[src/rtl/fp_to_int_seq_pkg.sv]
// Shared definitions for the short-float to integer converter.
// The package is named fp_pkg because the floating_point adder imports it too.
// Contents: default format widths, exponent bias, output width and the
// converter FSM state encoding.
package fp_pkg;
   localparam int FP_FRAC_W   = 8;
   localparam int FP_EXP_W    = 4;
   localparam int FP_EXP_BIAS = 4;
   localparam int FP_INT_W    = 16;

   typedef enum logic [1:0] {
      ST_IDLE  = 2'd0,
      ST_SHIFT = 2'd1,
      ST_FIN   = 2'd2,
      ST_DONE  = 2'd3
   } state_e;
endpackage

[src/rtl/fp_to_int_seq_if.sv]
// Operand/result bus of fp_to_int_seq.
// Handshake: a transfer happens on a rising clk edge where valid && ready.
// The producer holds its payload stable from raising valid until that edge,
// and ready may depend combinationally on internal state only.
//   master: upstream operand source and downstream result consumer (bench)
//   slave : the converter
//   in_valid/in_ready, sign_in, frac_in, exp_in   operand side
//   out_valid/out_ready, int_out, ovf              result side
interface fp_to_int_seq_if #(
   parameter int FRAC_W = 8,
   parameter int EXP_W  = 4,
   parameter int INT_W  = 16
);
   logic              in_valid;
   logic              in_ready;
   logic              sign_in;
   logic [FRAC_W-1:0] frac_in;
   logic [EXP_W-1:0]  exp_in;
   logic              out_valid;
   logic              out_ready;
   logic [INT_W-1:0]  int_out;
   logic              ovf;

   modport master (
      output in_valid, sign_in, frac_in, exp_in, out_ready,
      input  in_ready, out_valid, int_out, ovf
   );

   modport slave (
      input  in_valid, sign_in, frac_in, exp_in, out_ready,
      output in_ready, out_valid, int_out, ovf
   );
endinterface

[src/rtl/fp_to_int_seq_finalize.sv]
// fp_int_finalize: combinational final stage of the converter.
// Optional rounding, range check, saturation and negation of the magnitude.
// Build option: FP_ROUND_NEAREST_EN selects round-half-to-even, otherwise the
// shifted-out bits are dropped (truncation toward zero).
//   mag_i    unsigned magnitude after shifting
//   guard_i  last bit shifted out on a right shift
//   sticky_i OR of all bits shifted out below the guard
//   sign_i   operand sign
//   ovf_i    magnitude overflowed during a left shift
//   int_o    two's complement result
//   ovf_o    result saturated
module fp_int_finalize #(
   parameter int INT_W = 16
) (
   input  logic [INT_W-1:0] mag_i,
   input  logic             guard_i,
   input  logic             sticky_i,
   input  logic             sign_i,
   input  logic             ovf_i,
   output logic [INT_W-1:0] int_o,
   output logic             ovf_o
);
   localparam logic [INT_W-1:0] MAX_POS = {1'b0, {(INT_W-1){1'b1}}};
   localparam logic [INT_W-1:0] MIN_NEG = {1'b1, {(INT_W-1){1'b0}}};

   logic [INT_W-1:0] mag_r;

`ifdef FP_ROUND_NEAREST_EN
   logic inc;
   // A right shift leaves mag below 2^FRAC_W, so this add cannot wrap.
   assign inc   = guard_i & (sticky_i | mag_i[0]);
   assign mag_r = mag_i + {{(INT_W-1){1'b0}}, inc};
`else
   logic unused_rnd;
   assign unused_rnd = guard_i ^ sticky_i;
   assign mag_r      = mag_i;
`endif

   always_comb begin
      int_o = '0;
      ovf_o = 1'b0;
      if (!sign_i && (ovf_i || mag_r > MAX_POS)) begin
         int_o = MAX_POS;
         ovf_o = 1'b1;
      end else if (sign_i && (ovf_i || mag_r > MIN_NEG)) begin
         int_o = MIN_NEG;
         ovf_o = 1'b1;
      end else begin
         // A magnitude of exactly 2^(INT_W-1) negates onto MIN_NEG.
         int_o = sign_i ? ('0 - mag_r) : mag_r;
      end
   end
endmodule

[src/rtl/fp_to_int_seq.sv]
// fp_to_int_seq: sequential converter from {sign, frac, exp} short floats to
// a signed INT_W integer, value = (-1)^sign * frac * 2^(exp-EXP_BIAS).
// The magnitude is shifted one bit per clock; one conversion at a time.
// Build option: FP_ROUND_NEAREST_EN (round half to even in the final stage).
//   clk      rising-edge clock
//   rst_n    asynchronous active-low reset, aborts any conversion
//   bus      fp_to_int_seq_if.slave operand/result handshakes
//   state_o  current FSM state, for observation
module fp_to_int_seq
   import fp_pkg::*;
#(
   parameter int FRAC_W   = FP_FRAC_W,
   parameter int EXP_W    = FP_EXP_W,
   parameter int EXP_BIAS = FP_EXP_BIAS,
   parameter int INT_W    = FP_INT_W
) (
   input  logic                   clk,
   input  logic                   rst_n,
   fp_to_int_seq_if.slave         bus,
   output state_e                 state_o
);
   localparam int CW = EXP_W + 2;
   localparam logic signed [CW-1:0] BIAS_S  = CW'(EXP_BIAS);
   localparam logic [CW-1:0]        CNT_ONE = CW'(1);

   state_e           state_q;
   logic             sign_q;
   logic [INT_W-1:0] mag_q;
   logic [CW-1:0]    cnt_q;
   logic             left_q;
   logic             guard_q;
   logic             sticky_q;
   logic             ovf_q;
   logic [INT_W-1:0] int_q;
   logic             out_valid_q;

   logic signed [CW-1:0] d_w;
   logic                 d_neg;
   logic [CW-1:0]        d_abs;
   logic [INT_W-1:0]     int_d;
   logic                 ovf_d;

   // Two extra bits keep exp - bias exact and signed for any exponent.
   assign d_w   = $signed({2'b00, bus.exp_in}) - BIAS_S;
   assign d_neg = d_w[CW-1];
   assign d_abs = d_neg ? $unsigned(-d_w) : $unsigned(d_w);

   fp_int_finalize #(.INT_W(INT_W)) u_fin (
      .mag_i    (mag_q),
      .guard_i  (guard_q),
      .sticky_i (sticky_q),
      .sign_i   (sign_q),
      .ovf_i    (ovf_q),
      .int_o    (int_d),
      .ovf_o    (ovf_d)
   );

   always_ff @(posedge clk or negedge rst_n) begin
      if (!rst_n) begin
         state_q     <= ST_IDLE;
         sign_q      <= 1'b0;
         mag_q       <= '0;
         cnt_q       <= '0;
         left_q      <= 1'b0;
         guard_q     <= 1'b0;
         sticky_q    <= 1'b0;
         ovf_q       <= 1'b0;
         int_q       <= '0;
         out_valid_q <= 1'b0;
      end else begin
         case (state_q)
            ST_IDLE: begin
               if (bus.in_valid) begin
                  sign_q   <= bus.sign_in;
                  mag_q    <= {{(INT_W-FRAC_W){1'b0}}, bus.frac_in};
                  cnt_q    <= d_abs;
                  left_q   <= ~d_neg;
                  guard_q  <= 1'b0;
                  sticky_q <= 1'b0;
                  ovf_q    <= 1'b0;
                  state_q  <= (d_abs == '0) ? ST_FIN : ST_SHIFT;
               end
            end
            ST_SHIFT: begin
               if (left_q) begin
                  // A set MSB would be lost by this shift: saturate now.
                  if (mag_q[INT_W-1]) begin
                     ovf_q   <= 1'b1;
                     state_q <= ST_FIN;
                  end else begin
                     mag_q <= mag_q << 1;
                     cnt_q <= cnt_q - CNT_ONE;
                     if (cnt_q == CNT_ONE) state_q <= ST_FIN;
                  end
               end else begin
                  mag_q    <= mag_q >> 1;
                  guard_q  <= mag_q[0];
                  sticky_q <= sticky_q | guard_q;
                  cnt_q    <= cnt_q - CNT_ONE;
                  if (cnt_q == CNT_ONE) state_q <= ST_FIN;
               end
            end
            ST_FIN: begin
               int_q       <= int_d;
               ovf_q       <= ovf_d;
               out_valid_q <= 1'b1;
               state_q     <= ST_DONE;
            end
            ST_DONE: begin
               if (bus.out_ready) begin
                  out_valid_q <= 1'b0;
                  state_q     <= ST_IDLE;
               end
            end
            default: state_q <= ST_IDLE;
         endcase
      end
   end

   assign bus.in_ready  = (state_q == ST_IDLE);
   assign bus.out_valid = out_valid_q;
   assign bus.int_out   = int_q;
   assign bus.ovf       = ovf_q;
   assign state_o       = state_q;
endmodule

[src/flat_wrapper.sv]
// flat-port wrapper written by rule: the top's interface ports become plain ports
module fp_to_int_seq_flat import fp_pkg::*;
#(
   parameter int FRAC_W   = FP_FRAC_W,
   parameter int EXP_W    = FP_EXP_W,
   parameter int EXP_BIAS = FP_EXP_BIAS,
   parameter int INT_W    = FP_INT_W
)
  (clk, rst_n, state_o, bus_in_valid, bus_sign_in, bus_frac_in, bus_exp_in, bus_out_ready, bus_in_ready, bus_out_valid, bus_int_out, bus_ovf);
  fp_to_int_seq_if #(.FRAC_W(FRAC_W), .EXP_W(EXP_W), .INT_W(INT_W)) bus_i ();
  input  logic clk;
  input  logic rst_n;
  output state_e state_o;
  input wire logic [$bits(bus_i.in_valid)-1:0] bus_in_valid;
  input wire logic [$bits(bus_i.sign_in)-1:0] bus_sign_in;
  input wire logic [$bits(bus_i.frac_in)-1:0] bus_frac_in;
  input wire logic [$bits(bus_i.exp_in)-1:0] bus_exp_in;
  input wire logic [$bits(bus_i.out_ready)-1:0] bus_out_ready;
  output wire logic [$bits(bus_i.in_ready)-1:0] bus_in_ready;
  output wire logic [$bits(bus_i.out_valid)-1:0] bus_out_valid;
  output wire logic [$bits(bus_i.int_out)-1:0] bus_int_out;
  output wire logic [$bits(bus_i.ovf)-1:0] bus_ovf;
  assign bus_i.in_valid = bus_in_valid;
  assign bus_i.sign_in = bus_sign_in;
  assign bus_i.frac_in = bus_frac_in;
  assign bus_i.exp_in = bus_exp_in;
  assign bus_i.out_ready = bus_out_ready;
  assign bus_in_ready = bus_i.in_ready;
  assign bus_out_valid = bus_i.out_valid;
  assign bus_int_out = bus_i.int_out;
  assign bus_ovf = bus_i.ovf;
  fp_to_int_seq #(.FRAC_W(FRAC_W), .EXP_W(EXP_W), .EXP_BIAS(EXP_BIAS), .INT_W(INT_W)) u_core (.clk(clk), .rst_n(rst_n), .bus(bus_i), .state_o(state_o));
endmodule
[config.mk]
export PLATFORM = sky130hd
export DESIGN_NAME = fp_to_int_seq_flat
export DESIGN_NICKNAME = d
export VERILOG_FILES = /design/src/rtl/fp_to_int_seq_pkg.sv /design/src/rtl/fp_to_int_seq_if.sv /design/src/rtl/fp_to_int_seq_finalize.sv /design/src/rtl/fp_to_int_seq.sv /design/src/flat_wrapper.sv
export SDC_FILE = /design/constraint.sdc
export NUM_CORES = 1
export LEC_CHECK = 0
export CAP_MARGIN = 20
export CORE_MARGIN = 2
export CORE_UTILIZATION = 46
export DETAILED_ROUTE_END_ITERATION = 10
export HOLD_SLACK_MARGIN = 0.08
export PLACE_DENSITY_LB_ADDON = 0.3
export SLEW_MARGIN = 20
export SYNTH_ARGS = -nofsm -noshare
export SYNTH_HDL_FRONTEND = slang
export SYNTH_SLANG_ARGS = --single-unit
[constraint.sdc]
create_clock -name clk -period 5.5 [get_ports clk]
set_clock_uncertainty 0.15 [all_clocks]
set_input_delay 1.65 -clock clk [delete_from_list [all_inputs] [get_ports clk]]
set_output_delay 1.65 -clock clk [all_outputs]
set_load 0.005 [all_outputs]
==> results_dict.tcl <==
set metrics [dict create \
    viasPerCell 5.95 \
    synth-main-ff-cell "dfrtp_1" \
    insertion_delay_ns 0.29 \
    min_path_cells 2 \
    worst_pin_slew_ns 1.00 \
    cts_sinks 44 \
    yosys.area.top_type_share_pct 37.2 \
    fp-row-count 29 \
    min-delay-start "u_core.bus.int_out[9]$_DFFE_PN0P_" \
    critPathLaunchType "flip-flop" \
    grt_pass1_vias 2391 \
    totalPowerFinal_uw 1970 \
    drc 0 \
    ys_seq_area_share_pct 37.2 \
    die_h_um 84.2 \
    antenna_cells 0 \
    yosysMostFrequentCell "dfrtp_1" \
    synth_cell_types 57 \
    gp_congestion 0.874 \
    crit_type "flip-flop to output pin" \
    ys_async_sr_fraction_pct 100 \
    hpwl_um 4690 \
    drive_gt1_share_pct 6.74 \
    fmax_ghz 0.277 \
    cts-buffers-inserted 5 \
    slew_headroom_pct 32.9 \
    track_usage_pct 19.6 \
    first_pass_iters 6 \
    rsz0062_at_grt "no" \
    synth_common_cells "44 x dfrtp_1, 31 x nand2_1, 27 x nor2_1" \
    root_buffer "clkbuf_8" \
    power_density_nw_per_um2 573 \
    routedWlPerCell_um 15.2 \
    whs_endpoint "u_core.bus.int_out[9]$_DFFE_PN0P_" \
    grt_pass1_wl_um 11600 \
    hold_viol_final 0 \
    portBuffers 37 \
    syn_area_per_cell_um2 8.78 \
    final-seq-area_um2 1100 \
    core_um2 6280 \
    clk_path_buf_depth 2 \
    post-route-period-util_pct 65.6 \
    nets 384 \
    dpl_worst_slack_ns 1.57 \
    hold_buffers 0 \
    synthCells 337 \
    dieArea_um2 7090 \
    cts_resized 0 \
    regToRegEndpoint "u_core.mag_q[0]$_DFFE_PN0P_" \
    fill_cells 564 \
    synth_edf_count 0 \
    crit_required_ns 3.70 \
    multi_input_area_um2 1650 \
    grt_max_degree 45 \
    endpoint_kind "output pin" \
    fin_ws_ns 1.89 \
    ant_nets 0 \
    io_pins 38 \
    vdd_drop_max_uv 267 \
    arrival_ns 1.81 \
    max_cap_violations 0 \
    slew_viol_final 0 \
    synth_seq_cells 44 \
    min_period_ns 3.61 \
    yosysTopAreaCell "dfrtp_1" \
    antenna_found_initial 0 \
    holdWs_ns 0.354 \
    vias 2577 \
    area_growth_syn_to_layout_pct 16.1 \
    overflow 0 \
    cts_tree "yes" \
    netlist_area_um2 2960 \
    p_leak_uw 0.00140 \
    reg2reg_from "u_core.state_o[1]$_DFFE_PN0P_" \
    die_w_um 84.2 \
    wirelength_um 6590 \
    initialDrtViolationCount 248 \
    rrSetupSlack_ns 2.72 \
    yosys_warnings 0 \
    status "finished, final reports clean" \
    hold_path.class "flip-flop to flip-flop" \
    setup_violations 0 \
    postCtsSetupRepairBufs 0 \
    ys_top_cells_by_area "dfrtp_1 37%, ha_1 5.1%, o21ai_0 4.2%" \
    h-tree-depth 2 \
    synth_nets 366 \
    clk_pin_slew_ns 0.08 \
    reg2reg_depth 7 \
    tns_ns 0 \
    crit_fanout 10 \
    initial_core_util_pct 47.1 \
]
-- routing by layer --
metal  routed length [µm]  up-vias  share of wire [%]  GRT usage [%]
li1                     -     1280                  -              -
met1                 3060     1226                 46           27.1
met5                    0        -                  0              0
met2                 3120       61                 47           32.3
met3                  293       10                4.4           3.05
met4                  118        0                1.8           5.43
-- cell type report --
class	instances	area share, %
clock buffers	7	2.80
clock inverters	1	0.874
inverters	20	2.18
multi-input cells	245	48.1
flip-flops and latches	44	32.0
well taps	77	2.80
repair buffers	39	11.1
-- worst max path at each step --
stage | from | end | slack (ns)
2_1_floorplan | bus_in_valid | u_core.mag_q[6]$_DFFE_PN0P_ | 2.54
3_3_place_gp | bus_in_valid | u_core.mag_q[0]$_DFFE_PN0P_ | 1.64
3_5_place_dp | bus_in_valid | u_core.mag_q[0]$_DFFE_PN0P_ | 1.57
4_1_cts | u_core.state_o[1]$_DFFE_PN0P_ | bus_in_ready | 1.88
5_1_grt | bus_in_valid | u_core.mag_q[0]$_DFFE_PN0P_ | 1.68
6_report | u_core.state_o[1]$_DFFE_PN0P_ | bus_in_ready | 1.89
-- state kept, by name, summed over array words and instances, names as in the netlist --
| signal | cells |
|---|---|
| u_core.bus.int_out | 16 |
| u_core.left_q | 1 |
| u_core.state_o | 2 |
| u_core.sign_q | 1 |
| u_core.bus.out_valid | 1 |
| u_core.cnt_q | 6 |
| u_core.bus.ovf | 1 |
| u_core.mag_q | 16 |
-- placed cells by master, fill, tap and decap left out, types with 3 or more instances in the layout --
cell type        instances
a21oi_1                 13
o21ai_0                 25
o31ai_1                 10
buf_4                    3
and2_1                   3
o41ai_1                  3
a41oi_1                  3
xnor2_1                  6
dfrtp_1                 44
o22a_1                   5
nor2_1                  27
clkdlybuf4s50_1         36
a22oi_1                  7
mux2i_1                 10
a211oi_1                 3
clkbuf_8                 7
o32ai_1                  4
nor3_1                   5
nand3b_1                 3
inv_1                   20
mux2_2                   3
nand3_1                  6
o21bai_1                 3
nor2b_1                  3
a221oi_1                 8
or3_1                    5
a31oi_1                  6
nand2_1                 31
ha_1                    12
nand2b_1                 6
-- logic make-up after synthesis --
kind of cell / synth area share, %
fa+ha+maj: 5.07
mux: 4.52
buf+inv: 6.89
xor+xnor: 2.37
compound gates: 26.4
simple gates: 17.5
flops: 37.2
-- power breakdown --
group	internal [µW]	switching, µW
Combinational	505	542
Clock	160	110
Sequential	464	187
-- worst max-delay path: stages, from the launching register on --
cell and delay [ns]:
dfrtp_1 0.45, inv_1 0.12, ha_1 0.37, clkdlybuf4s50_1 0.57
-- through the flow --
step,util [%],instance area [µm²],std cells
2_1_floorplan,-,2960,337
3_3_place_gp,52.7,3310,425
3_5_place_dp,52.7,3310,425
4_1_cts,54.7,3430,433
5_1_grt,54.7,3440,433
6_report,54.7,3440,433
(Power assumes the default switching activity.)
